==> src/rtl/uart_tx_fifo.sv <==
// uart_tx_fifo: byte FIFO in front of a UART serialiser.
// Bytes arrive over a valid/ready strobe. Each byte is sent as one frame: a
// start bit (0), 8 data bits LSB first, then a stop bit (1).
// Optional feature macro: UART_TX_PARITY_EN. When it is defined, an even-parity
// bit is added after data bit 7, which makes the frame 8E1. By default the frame is 8N1.
// The line outputs (serial, active, done) are registered one cycle behind the
// FSM state. As a result, o_TX_Active and o_TX_Done line up with what is actually on the wire.
module uart_tx_fifo #(
  parameter int FPGA_clk_freq = 50000000,
  parameter int baudrate      = 115200,
  parameter int FIFO_DEPTH    = 4
) (
  input  logic       clk,
  input  logic       rst,
  input  logic       i_TX_DV,
  input  logic [7:0] i_TX_Byte,
  output logic       o_TX_Ready,
  output logic       o_TX_Serial,
  output logic       o_TX_Active,
  output logic       o_TX_Done
);

  localparam int CLKS_PER_BIT = FPGA_clk_freq / baudrate;
  localparam int CNT_W        = $clog2(CLKS_PER_BIT) + 1;
  localparam int PTR_W        = $clog2(FIFO_DEPTH);

  localparam logic [CNT_W-1:0] CNT_LAST  = CNT_W'(CLKS_PER_BIT - 1);
  localparam logic [PTR_W:0]   FIFO_FULL = (PTR_W + 1)'(FIFO_DEPTH);

`ifdef UART_TX_PARITY_EN
  typedef enum logic [2:0] {IDLE, START_BIT, DATA_BITS, PARITY_BIT, STOP_BIT} state_t;
`else
  typedef enum logic [2:0] {IDLE, START_BIT, DATA_BITS, STOP_BIT} state_t;
`endif

  // ---------------------------------------------------------------- FIFO
  logic [7:0]       mem_reg [FIFO_DEPTH];
  logic [PTR_W-1:0] wr_ptr_reg;
  logic [PTR_W-1:0] rd_ptr_reg;
  logic [PTR_W:0]   count_reg;
  logic [PTR_W:0]   count_next;
  logic             ready_reg;
  logic             push;
  logic             pop;
  logic             fifo_empty;

  // The write decision looks only at the registered ready flag.
  // Because of this, a pop in the same cycle never frees a slot for a write to a full FIFO.
  assign push       = i_TX_DV && ready_reg;
  assign fifo_empty = (count_reg == '0);

  // Occupancy update: a push and a pop in the same cycle cancel out.
  always_comb begin
    count_next = count_reg;
    case ({push, pop})
      2'b10:   count_next = count_reg + 1'b1;
      2'b01:   count_next = count_reg - 1'b1;
      default: count_next = count_reg;
    endcase
  end

  // Pointer, count and ready registers. Reset flushes the queue.
  always_ff @(posedge clk) begin
    if (rst) begin
      wr_ptr_reg <= '0;
      rd_ptr_reg <= '0;
      count_reg  <= '0;
      ready_reg  <= 1'b1;
    end else begin
      if (push) wr_ptr_reg <= wr_ptr_reg + 1'b1;
      if (pop)  rd_ptr_reg <= rd_ptr_reg + 1'b1;
      count_reg <= count_next;
      ready_reg <= (count_next != FIFO_FULL);
    end
  end

  // Storage array. It has no reset so that it can map onto RAM.
  always_ff @(posedge clk) begin
    if (push) mem_reg[wr_ptr_reg] <= i_TX_Byte;
  end

  // Registered read: the head entry moves into the shift register on a pop.
  logic [7:0] tx_data_reg;
  always_ff @(posedge clk) begin
    if (pop) tx_data_reg <= mem_reg[rd_ptr_reg];
  end

  // ---------------------------------------------------------- serialiser
  state_t           state_reg;
  state_t           state_next;
  logic [CNT_W-1:0] clk_count_reg;
  logic [CNT_W-1:0] clk_count_next;
  logic [2:0]       bit_index_reg;
  logic [2:0]       bit_index_next;
  logic             serial_reg;
  logic             serial_next;
  logic             active_reg;
  logic             active_next;
  logic             stop_last_reg;
  logic             stop_last_next;
  logic             done_reg;
  logic             bit_last;

  assign bit_last = (clk_count_reg == CNT_LAST);

  // Next-state, bit timing and line value. The line value is registered below.
  always_comb begin
    state_next     = state_reg;
    clk_count_next = clk_count_reg;
    bit_index_next = bit_index_reg;
    pop            = 1'b0;
    serial_next    = 1'b1;
    active_next    = 1'b1;
    stop_last_next = 1'b0;
    case (state_reg)
      IDLE: begin
        active_next    = 1'b0;
        clk_count_next = '0;
        bit_index_next = '0;
        if (!fifo_empty) begin
          pop        = 1'b1;
          state_next = START_BIT;
        end
      end
      START_BIT: begin
        serial_next = 1'b0;
        if (bit_last) begin
          clk_count_next = '0;
          state_next     = DATA_BITS;
        end else begin
          clk_count_next = clk_count_reg + 1'b1;
        end
      end
      DATA_BITS: begin
        serial_next = tx_data_reg[bit_index_reg];
        if (bit_last) begin
          clk_count_next = '0;
          if (bit_index_reg == 3'd7) begin
            bit_index_next = '0;
`ifdef UART_TX_PARITY_EN
            state_next     = PARITY_BIT;
`else
            state_next     = STOP_BIT;
`endif
          end else begin
            bit_index_next = bit_index_reg + 1'b1;
          end
        end else begin
          clk_count_next = clk_count_reg + 1'b1;
        end
      end
`ifdef UART_TX_PARITY_EN
      PARITY_BIT: begin
        serial_next = ^tx_data_reg;
        if (bit_last) begin
          clk_count_next = '0;
          state_next     = STOP_BIT;
        end else begin
          clk_count_next = clk_count_reg + 1'b1;
        end
      end
`endif
      STOP_BIT: begin
        serial_next = 1'b1;
        if (bit_last) begin
          clk_count_next = '0;
          stop_last_next = 1'b1;
          // Start the next queued frame straight away, with no idle gap between frames.
          if (!fifo_empty) begin
            pop        = 1'b1;
            state_next = START_BIT;
          end else begin
            state_next = IDLE;
          end
        end else begin
          clk_count_next = clk_count_reg + 1'b1;
        end
      end
      default: begin
        state_next = IDLE;
      end
    endcase
  end

  // State and line registers. Reset mid-frame drops the frame silently.
  always_ff @(posedge clk) begin
    if (rst) begin
      state_reg     <= IDLE;
      clk_count_reg <= '0;
      bit_index_reg <= '0;
      serial_reg    <= 1'b1;
      active_reg    <= 1'b0;
      stop_last_reg <= 1'b0;
      done_reg      <= 1'b0;
    end else begin
      state_reg     <= state_next;
      clk_count_reg <= clk_count_next;
      bit_index_reg <= bit_index_next;
      serial_reg    <= serial_next;
      active_reg    <= active_next;
      stop_last_reg <= stop_last_next;
      // Done goes high in the cycle right after the stop bit has fully left the line.
      done_reg      <= stop_last_reg;
    end
  end

  assign o_TX_Ready  = ready_reg;
  assign o_TX_Serial = serial_reg;
  assign o_TX_Active = active_reg;
  assign o_TX_Done   = done_reg;

endmodule

==> config.mk <==
export PLATFORM = sky130hd
export DESIGN_NAME = uart_tx_fifo
export DESIGN_NICKNAME = d
export VERILOG_FILES = /design/src/rtl/uart_tx_fifo.sv
export SDC_FILE = /design/constraint.sdc
export NUM_CORES = 1
export LEC_CHECK = 0
export CORE_MARGIN = 5
export CORE_UTILIZATION = 40
export CTS_BUF_LIST = sky130_fd_sc_hd__clkbuf_16
export DETAILED_ROUTE_END_ITERATION = 12
export PLACE_DENSITY_LB_ADDON = 0.1
export RECOVER_POWER = 25
export SLEW_MARGIN = 20
export SYNTH_ARGS = -nofsm -noshare
export SYNTH_HDL_FRONTEND = slang
export SYNTH_SLANG_ARGS = --single-unit
==> constraint.sdc <==
create_clock -name clk -period 2.9 [get_ports clk]
set_input_delay 0.58 -clock clk [delete_from_list [all_inputs] [get_ports clk]]
set_output_delay 0.58 -clock clk [all_outputs]
set_load 0.05 [all_outputs]
# Yosys cells after proc, flatten, opt, wreduce, memory -nomap -nowiden
# Memory sizes are Yosys's and may differ from the RTL's. A register that Yosys moved wholly into a read port is not among the register bits.
# Index checks and enable logic that the tools add are counted.
dict set report op_classes {
  n_lt_le_gt_ge 1
  reduce_logical 9
  muxes 23
  n_addsub 6
  bitwise_logic 1
  eq_ne 13
}
# op n
set ops {}
lappend ops {{3-bit 2-to-1 mux} 7}
lappend ops {{10-bit one-hot mux with 2 select lines} 1}
lappend ops {{3-bit one-hot mux with 2 select lines} 2}
lappend ops {{3-bit one-hot mux with 4 select lines} 1}
lappend ops {{10-bit by 1-bit adder with 10-bit output (second input constant)} 1}
lappend ops {{10-bit by 9-bit == test with 1-bit output (second input constant)} 1}
lappend ops {{10-bit 2-to-1 mux} 1}
lappend ops {{2-bit inequality test (second input constant)} 5}
lappend ops {{1-bit 2-to-1 mux} 8}
lappend ops {{3-bit by 1-bit adder with 3-bit output (second input constant)} 2}
lappend ops {{3-bit by 2-bit == test with 1-bit output (second input constant)} 2}
lappend ops {{3-bit logical NOT} 2}
lappend ops {{5-bit AND reduction} 1}
lappend ops {{2-bit by 1-bit adder with 2-bit output (second input constant)} 2}
lappend ops {{3-bit by 4-bit less-than comparator with 1-bit output (second input constant)} 1}
lappend ops {{1-bit one-hot mux with 2 select lines} 2}
lappend ops {{2-bit nonzero test} 2}
lappend ops {{1-bit binary-select mux with 3-bit select} 1}
lappend ops {{3-bit by 1-bit == test with 1-bit output (second input constant)} 1}
lappend ops {{3-bit == test (second input constant)} 1}
lappend ops {{3-bit inequality test (second input constant)} 1}
lappend ops {{3-bit OR reduction} 1}
lappend ops {{3-bit by 1-bit subtractor with 3-bit output (second input constant)} 1}
lappend ops {{2-bit by 1-bit == test with 1-bit output (second input constant)} 1}
lappend ops {{5 further kinds} 5}
dict set report word_totals {
  out_inout_bits 4
  input_bits 11
  word_cells 65
  memories 1
  ram_bits 32
  regBits 28
}
# memory words width read_ports rd_ports_with_merged_regs write_ports line_no
set mem_list {}
lappend mem_list {mem_reg 4 8 1 1 1 37} ;# logic [7:0] mem_reg [FIFO_DEPTH];

# Depth between registers and ports, before layout
# Gate-level depths: netlist of the first run.
dict set report logic_depth {
  depth_word 7
  ltp_mapped 12
  ltp_nobuf 12
}

# Least setup slack after synthesis of the first run
# No wires, ideal clock.
dict set report synth_timing {
  path_type {flip-flop to flip-flop}
  start {reg state_reg[0]}
  end {reg ready_reg (netlist: o_TX_Ready)}
  stages_incl_launch_ff 12
  arrival_ns 2.798
  setup_slack_ns -0.017
  setup_ns 0.119
  required_ns 2.781
  synth_period_minus_slack_ns 2.917
  path_cell_list {dfxtp_1 > inv_1 > ha_1 > or2_2 > nor2_1 > ha_1 > inv_1 > fa_1 > xor2_1 > or3_1 > a21oi_1 > nand2_1}
}
dict set report synth_via {
  elab_chain_len 5
  word_cells_on_any_way 7
}
# element line_no
set synth_rtl {}
lappend synth_rtl {{start: declaration} 89} ;# state_t state_reg;
lappend synth_rtl {{start signal: assignment} 196} ;# state_reg <= state_next;
lappend synth_rtl {{3-bit by 2-bit == test with 1-bit output / 3-bit logical NOT (equally long branches)} 115} ;# case (state_reg)
lappend synth_rtl {{1-bit one-hot mux with 2 select lines *} 115}
lappend synth_rtl {{net pop} 44} ;# logic pop;
lappend synth_rtl {{2-bit by 1-bit == test with 1-bit output / 2-bit == test (equally long branches)} 55} ;# case ({push, pop})
lappend synth_rtl {{3-bit one-hot mux with 2 select lines *} 55}
lappend synth_rtl {{3-bit inequality test *} 73} ;# ready_reg <= (count_next != FIFO_FULL);
lappend synth_rtl {{end signal: assignment} 73}
lappend synth_rtl {{end: declaration} 42} ;# logic ready_reg;
# The timed path passes the listed nets; every way through them passes the cells marked *.
# A chain may end at the register's enable or synchronous reset.

# Final worst setup path of the first run
dict set report layout_timing {
  start {reg state_reg[1]}
  end {reg ready_reg (netlist: o_TX_Ready)}
}
# Same word-level chain as after synthesis.

==> out/results.md, run 1 <==
| Parameter | This run |
| --- | --- |
| Final Hold Fails | 0 |
| Fill cell instance count of the final layout | 651 |
| Portion of the post-synthesis area used by sequential elements | 59.0% |
| Number of placed I/O pins | 15 |
| Fraction of layout cells with a size suffix above 1 | 16.2% |
| Power density over the cells | 947 mW/mm² |
| Power consumption | 3.32 mW |
| Clk pwr share | 32.7% |
| Cell internal power dissipation | 2.29 mW |
| Iteration-0 DRC Markers | 48 |
| Setup tns final | 0 ns |
| DRT Wirelength | 5100 µm |
| Crit. End Element | flop |
| Share of the synthesized area in the top cell type | 40.7% |
| Cell types with the largest area share after synthesis | edfxtp_1 (41%), dfxtp_1 (18%), mux4_2 (7.6%) |
| Combinational group share of total power | 27.4% |
| Slowest cell on the critical path | dfxtp_1 |
| Die outline width | 95.9 µm |
| Detailed-route vias per instance | 4.97 |
| CTS clock-pin slew for the worst setup and hold paths | 0.06 ns |
| Routability congestion estimate | 0.752 |
| Highest net fanout along the worst path | 5 |
| Drt first pass iters | 4 |
| Total clock sinks | 67 |
| Flops & latches, synth | 67 |
| Final Critical Period | 2.67 ns |
| Number of unique standard cell types used by synthesis | 43 |
| Total global routing track utilization | 12.7% |
| Post-synthesis net count | 249 |
| Count of final setup violators | 0 |
| Hold WC Path Type | flop to flop |
| DR vias | 1719 |
| # Max-Cap Violations | 0 |
| CTS Hold Bufs | 0 |
| Number of flip-flops under the largest register name | 32 |
| Classification of the worst setup path | flop to flop |
| Total standard cell area after synthesis | 0.00295 mm² |
| Max incr delay on CP | 0.38 ns |
| Initial core utilization | 40.9% |
| Clock insertion delay at the later pin of the skew report | 0.33 ns |
| Layout net count | 268 |
| Syn-to-layout area delta | 18.8% |
| Switching Fraction | 31.1% |
| Final antenna diode count | 0 |
| Number of levels in the clock H-tree | 3 |
| Initial antenna violation count | 0 |
| Setup crit start kind | flop |
| Unrepaired setup endpoints after global routing | false |
| Number of gates given a new drive strength after cts | 0 |
| Master cell of the clock root buffer | clkbuf_16 |
| Maximum clock frequency | 375 MHz |
| Most common flop cell mapped by yosys | edfxtp_1 |
| Crit path arrival time | 2.88 ns |
| Die Height | 95.9 µm |
| Pleak | 1.20 nW |
| Number of flops mapped to enable cells by yosys | 40 |
| Vias in the first global route | 1661 |
| Count of unresolved DRC violations after routing | 0 |
| Cell-by-cell listing of the critical path | inv_1 > ha_1 > or2_2 > nor2_2 > ha_1 > inv_1 > fa_1 > xor2_1 > or3_1 > a21oi_1 > nand2_1 |
| Result of the run | completed |
| Gr ovfl total | 0 |
| Max clock buf depth | 2 |
| Worst slew slack as a fraction of its limit | 57.2% |
| Core box area | 0.00721 mm² |
| Number of I/O port buffers | 14 |
| Gate count after technology mapping | 223 |
| Top post-synthesis cells by count | edfxtp_1 (40), dfxtp_1 (27), a21oi_1 (14), ha_1 (14), nor2_1 (11) |
| Half-perimeter wire length after placement | 3540 µm |
| Wirelength per Cell | 14.7 µm |
| CP Data Required Time | 3.11 ns |
| Transition at the pin with the smallest max-transition slack | 0.641 ns |
| Average cell area after synthesis | 13.2 µm² |
| Most frequent cell after synthesis | edfxtp_1 |
| TritonCTS clock tree | built |
| Max rail drop VDD | 0.000362 V |
| Global-route wire length before repair | 8420 µm |
| Sw Pwr | 1.03 mW |
| Count of synthesis-stage warnings from yosys | 0 |
| Share of the clock period used by the worst path after layout | 92.0% |
| Core Rows | 31 |
| Pin count of the biggest net entering global routing | 26 |
| Worst clock skew on the final layout | 0.00566 ns |
| Count of antenna-violating nets left after detailed routing | 0 |
| Final number of max-transition violations | 0 |
| Sequential group share of total power | 40.0% |
| Post-CTS setup buffer count | 0 |
| Biggest area consumer among synthesized cells | edfxtp_1 |
| Post-synth ARST share | 0% |
| Die ar. | 0.00920 mm² |
| Num CTS Buffers | 9 |
## worst max-delay path, delay by kind of cell (launching register included)
| family | cells | cell delay [ns] |
|---|---|---|
| and+or+nand+nor | 4 | 0.84 |
| xor gates and xnor gates | 1 | 0.15 |
| buffers and inverters | 2 | 0.15 |
| AOI/OAI and AO/OA | 1 | 0.18 |
| DFF | 1 | 0.38 |
| adders and majority gates | 3 | 0.85 |
## cells by family (layout without fill, tap and decap cells)
kind of cell | count (synthesis) | in the layout | synth area share, %
XOR/XNOR | 4 | 4 | 1.19
multiplexers | 14 | 14 | 8.98
buffers and inverters | 18 | 42 | 2.41
flip-flops | 67 | 67 | 59.0
adder cells (fa/ha/maj) | 15 | 15 | 6.61
AO/OA/AOI/OAI | 34 | 34 | 7.80
AND/OR/NAND/NOR | 71 | 71 | 14.0
## routing by layer
| layer | track usage, % | wire (µm) |
|---|---|---|
| met1 | 16.4 | 2440 |
| met2 | 18.4 | 2320 |
| met3 | 4.93 | 205 |
| met4 | 6.64 | 125 |
| met5 | 0 | 0 |
## power by group through the flow
stage	Clock [mW]	Combinational, mW	Sequential [mW]
final	1.08	0.909	1.33
after global routing	1.17	1.01	1.35
after CTS	1.12	0.916	1.33
after detailed placement	0	0.913	1.35
after global placement	0	0.919	1.35
after floorplan	0	0.676	1.34
## cell usage in the layout (no fill, tap or decap), drive strengths merged, types with 2 or more instances in the layout
master          n
nand2b          6
a31oi           6
or2             4
mux2i           4
clkbuf          9
nor2b           5
ha             14
and3            7
clkdlybuf4s50   7
buf             3
a21oi          14
or3             4
a311oi          2
nor2           11
nand4           3
nor3            4
a22o            2
xor2            2
nand3           9
nand3b          2
mux4           10
dlygate4sd3     7
o21ai           6
dfxtp          27
clkinv          4
xnor2           2
edfxtp         40
nand2           9
inv            10
## stage by stage
step | cell area [µm²] | setup WS, ns | hold WS, ns | cells | utilization, %
2_1_floorplan | 2960 | 0.147 | 0.414 | 223 | -
3_3_place_gp | 3200 | 0.286 | 0.426 | 329 | 44.3
3_5_place_dp | 3200 | 0.237 | 0.449 | 329 | 44.3
4_1_cts | 3500 | 0.213 | 0.459 | 345 | 48.5
5_1_grt | 3510 | 0.00408 | 0.474 | 346 | 48.6
6_report | 3510 | 0.231 | 0.454 | 346 | 48.6
## layout make-up
class | instances | area, µm² | area share [%]
inverters | 9 | 33.8 | 0.963
clock inverters | 7 | 77.6 | 2.21
flip-flops and latches | 67 | 1740 | 49.7
well taps | 99 | 124 | 3.53
clock buffers | 9 | 225 | 6.42
repair buffers | 17 | 163 | 4.64
multi-input cells | 138 | 1140 | 32.6
## final timing paths
check,startpoint,end,slack (ns),cells after the start
worst max-delay path,state_reg[1],o_TX_Ready,0.23,11
worst min-delay path,stop_last_reg,o_TX_Done,0.45,1
worst max register to register,state_reg[1],o_TX_Ready,0.23,11
worst min register to register,stop_last_reg,o_TX_Done,0.45,1
No activity file was read; power rests on OpenSTA's default activity.
==> run 2, diff against run 1 <==
--- a/config.mk
+++ b/config.mk
@@ -9,6 +9,7 @@
 export CORE_UTILIZATION = 40
 export CTS_BUF_LIST = sky130_fd_sc_hd__clkbuf_16
 export DETAILED_ROUTE_END_ITERATION = 12
+export GPL_TIMING_DRIVEN = 0
 export PLACE_DENSITY_LB_ADDON = 0.1
 export RECOVER_POWER = 25
 export SLEW_MARGIN = 20
==> out/results.md, run 2 (same netlist as run 1, synthesis figures left out) <==
| Parameter | This run | Delta |
| --- | --- | --- |
| Unrepaired setup endpoints after global routing | false | unchanged |
| Iteration-0 DRC Markers | 82 | was 48 |
| WHS Endpoint | o_TX_Done | unchanged |
| Launch instance of the worst register-to-register path | state_reg[0] | was state_reg[1] |
| Initial antenna violation count | 0 | unchanged |
| Total clock sinks | 67 | unchanged |
| Share of the clock period used by the worst path after layout | 93.6% | was 92.0% |
| Max rail drop VDD | 0.000373 V | was 0.000362 V |
| Total global routing track utilization | 13.5% | was 12.7% |
| Gr ovfl total | 0 | unchanged |
| Worst hold path startpoint | stop_last_reg | unchanged |
| Final Critical Period | 2.72 ns | was 2.67 ns |
| Placed cell count | 335 | was 329 |
| DR vias | 1774 | was 1719 |
| Most common cell after layout, fill and taps aside | edfxtp_1 | unchanged |
| Highest routed layer | met4 | unchanged |
| Vias in the first global route | 1774 | was 1661 |
| Depth of the worst hold-timing path | 1 | unchanged |
| Clock insertion delay at the later pin of the skew report | 0.33 ns | about the same |
| Global-route wire length before repair | 9090 µm | was 8420 µm |
| Number of I/O port buffers | 13 | was 14 |
| Half-perimeter wire length after placement | 3570 µm | was 3540 µm |
| Pleak | 1.21 nW | was 1.20 nW |
| Fraction of layout cells with a size suffix above 1 | 17.0% | was 16.2% |
| Reg2reg path depth | 11 | unchanged |
| Power density over the cells | 956 mW/mm² | was 947 mW/mm² |
| Drt first pass iters | 4 | unchanged |
| Count of antenna-violating nets left after detailed routing | 0 | unchanged |
| Final setup slack of the worst path | 0.185 ns | was 0.231 ns |
| Count of unresolved DRC violations after routing | 0 | unchanged |
| Die Height | 95.9 µm | unchanged |
| Initial core utilization | 40.9% | unchanged |
| Setup slack, reg-to-reg | 0.18 ns | was 0.23 ns |
| Slowest cell on the critical path | fa_1 | was dfxtp_1 |
| Classification of the worst setup path | flop to flop | unchanged |
| Post-Route M1 WL | 2520 µm | was 2440 µm |
| DR WL met2 | 2430 µm | was 2320 µm |
| Number of cells in the finished layout apart from fillers | 352 | was 346 |
| Master cell of the clock root buffer | clkbuf_16 | unchanged |
| Worst slew slack as a fraction of its limit | 57.5% | was 57.2% |
| TritonCTS clock tree | built | unchanged |
| Die outline width | 95.9 µm | unchanged |
| Hold WC Path Type | flop to flop | unchanged |
| Number of placed I/O pins | 15 | unchanged |
| Transition at the pin with the smallest max-transition slack | 0.638 ns | was 0.641 ns |
| Core box area | 0.00721 mm² | unchanged |
| Final antenna diode count | 0 | unchanged |
| CP Data Required Time | 3.11 ns | about the same |
| Maximum clock frequency | 368 MHz | was 375 MHz |
| Crit path arrival time | 2.93 ns | was 2.88 ns |
| Power consumption | 3.38 mW | was 3.32 mW |
| Fill cell instance count of the final layout | 674 | was 651 |
| CTS Hold Bufs | 0 | unchanged |
| Syn-to-layout area delta | 19.7% | was 18.8% |
| # Max-Cap Violations | 0 | unchanged |
| Min Hold Slack | 0.442 ns | was 0.454 ns |
| Utilization of the core after routing | 49.0% | was 48.6% |
| Routed wire length on met3 | 210 µm | was 205 µm |
| CTS clock-pin slew for the worst setup and hold paths | 0.06 ns | about the same |
| Max clock buf depth | 2 | unchanged |
| Worst flop-to-flop path endpoint | o_TX_Ready | unchanged |
| Result of the run | completed | unchanged |
| Commonest non-fill, non-tap cells in the layout | edfxtp_1 (40), dfxtp_1 (27), a21oi_1 (13), ha_1 (13) | was edfxtp_1 (40), dfxtp_1 (27), a21oi_1 (14), ha_1 (14) |
| Final number of max-transition violations | 0 | unchanged |
| Layout net count | 274 | was 268 |
| Cell repeated most along the worst path | inv_1 |  |
| Pin count of the biggest net entering global routing | 15 | was 26 |
| Final Hold Fails | 0 | unchanged |
| DRT Wirelength | 5270 µm | was 5100 µm |
| Wirelength per Cell | 15.0 µm | was 14.7 µm |
| Dominant delay contributor by cell family on the critical path | simple AND/OR/NAND/NOR gates | was adder cells |
| Worst setup slack after placement | -0.140 ns | was 0.237 ns |
| Highest net fanout along the worst path | 5 | unchanged |
| Count of final setup violators | 0 | unchanged |
| Worst clock skew on the final layout | 0.00577 ns | was 0.00566 ns |
| Setup crit start kind | flop | unchanged |
| Number of flip-flops under the largest register name | 32 | unchanged |
| Core Rows | 31 | unchanged |
| Die ar. | 0.00920 mm² | unchanged |
| Num CTS Buffers | 9 | unchanged |
| Routability congestion estimate | 0.761 | was 0.752 |
| Number of levels in the clock H-tree | 3 | unchanged |
| Crit. End Element | flop | unchanged |
| Max incr delay on CP | 0.37 ns | was 0.38 ns |
| Detailed-route vias per instance | 5.04 | was 4.97 |
| CP Buf/Inv Count | 2 | unchanged |
| Cell-by-cell listing of the critical path | inv_1 > ha_1 > or2_2 > nor2_4 > ha_2 > inv_1 > fa_1 > xor2_1 > or3_1 > a21oi_2 > nand2_1 | was inv_1 > ha_1 > or2_2 > nor2_2 > ha_1 > inv_1 > fa_1 > xor2_1 > or3_1 > a21oi_1 > nand2_1 |
[run 2: area by class of cell]
cell class,instances,area [µm²],area share (%)
inverters,9,33.8,0.956
well taps,99,124,3.50
clock buffers,9,225,6.37
flip-flops and latches,67,1740,49.3
clock inverters,7,81.3,2.30
plain buffers,9,37.5,1.06
repair buffers,14,138,3.89
multi-input cells,138,1150,32.6
[run 2: report_power, final]
part,switching (mW),internal [mW],total (mW)
clock network,0.431,0.679,1.11
registers,0.0778,1.22,1.30
logic,0.564,0.406,0.970
[run 2: metrics by stage]
stage          instance area, µm²  setup TNS, ns
6_report                     3530              0
4_1_cts                      3530              0
3_3_place_gp                 3210         -0.126
2_1_floorplan                2960              0
3_5_place_dp                 3210         -0.178
5_1_grt                      3530              0
[run 2: timing repair]
action                                  4_1_cts  5_1_grt
pin swaps                                     1        0
hold endpoints to repair                      0        0
buffers inserted                              1        0
endpoints found under the setup margin        2        1
gates resized for setup                       1        2
[run 2: worst register-to-register path, stage by stage (launching register included)]
cell	delay, ns
dfxtp_1	0.35
inv_1	0.11
ha_1	0.32
or2_2	0.35
nor2_4	0.15
ha_2	0.20
inv_1	0.05
fa_1	0.37
xor2_1	0.16
or3_1	0.33
a21oi_2	0.15
nand2_1	0.06
[run 2: how the worst max path moves through the flow]
stage,startpoint,end,slack (ns),depth (start not counted)
2_1_floorplan,state_reg[0],o_TX_Ready,0.15,11
3_3_place_gp,state_reg[0],o_TX_Ready,-0.12,11
3_5_place_dp,state_reg[0],o_TX_Ready,-0.14,11
4_1_cts,state_reg[0],o_TX_Ready,0.16,11
5_1_grt,state_reg[0],o_TX_Ready,0.01,11
6_report,state_reg[0],o_TX_Ready,0.18,11
[run 2: per-layer routing]
metal	up-vias	GRT usage [%]
met5	-	0
met4	0	6.04
met3	8	4.22
met2	39	20.7
met1	837	17.6
li1	890	-
==> run 3, diff against run 2 <==
--- a/config.mk
+++ b/config.mk
@@ -8,6 +8,7 @@
 export CORE_MARGIN = 5
 export CORE_UTILIZATION = 40
 export CTS_BUF_LIST = sky130_fd_sc_hd__clkbuf_16
+export CTS_CLUSTER_SIZE = 20
 export DETAILED_ROUTE_END_ITERATION = 12
 export GPL_TIMING_DRIVEN = 0
 export PLACE_DENSITY_LB_ADDON = 0.1
==> results of run 3 <==
Final layout, timing and power as in run 2 (identical DEF).
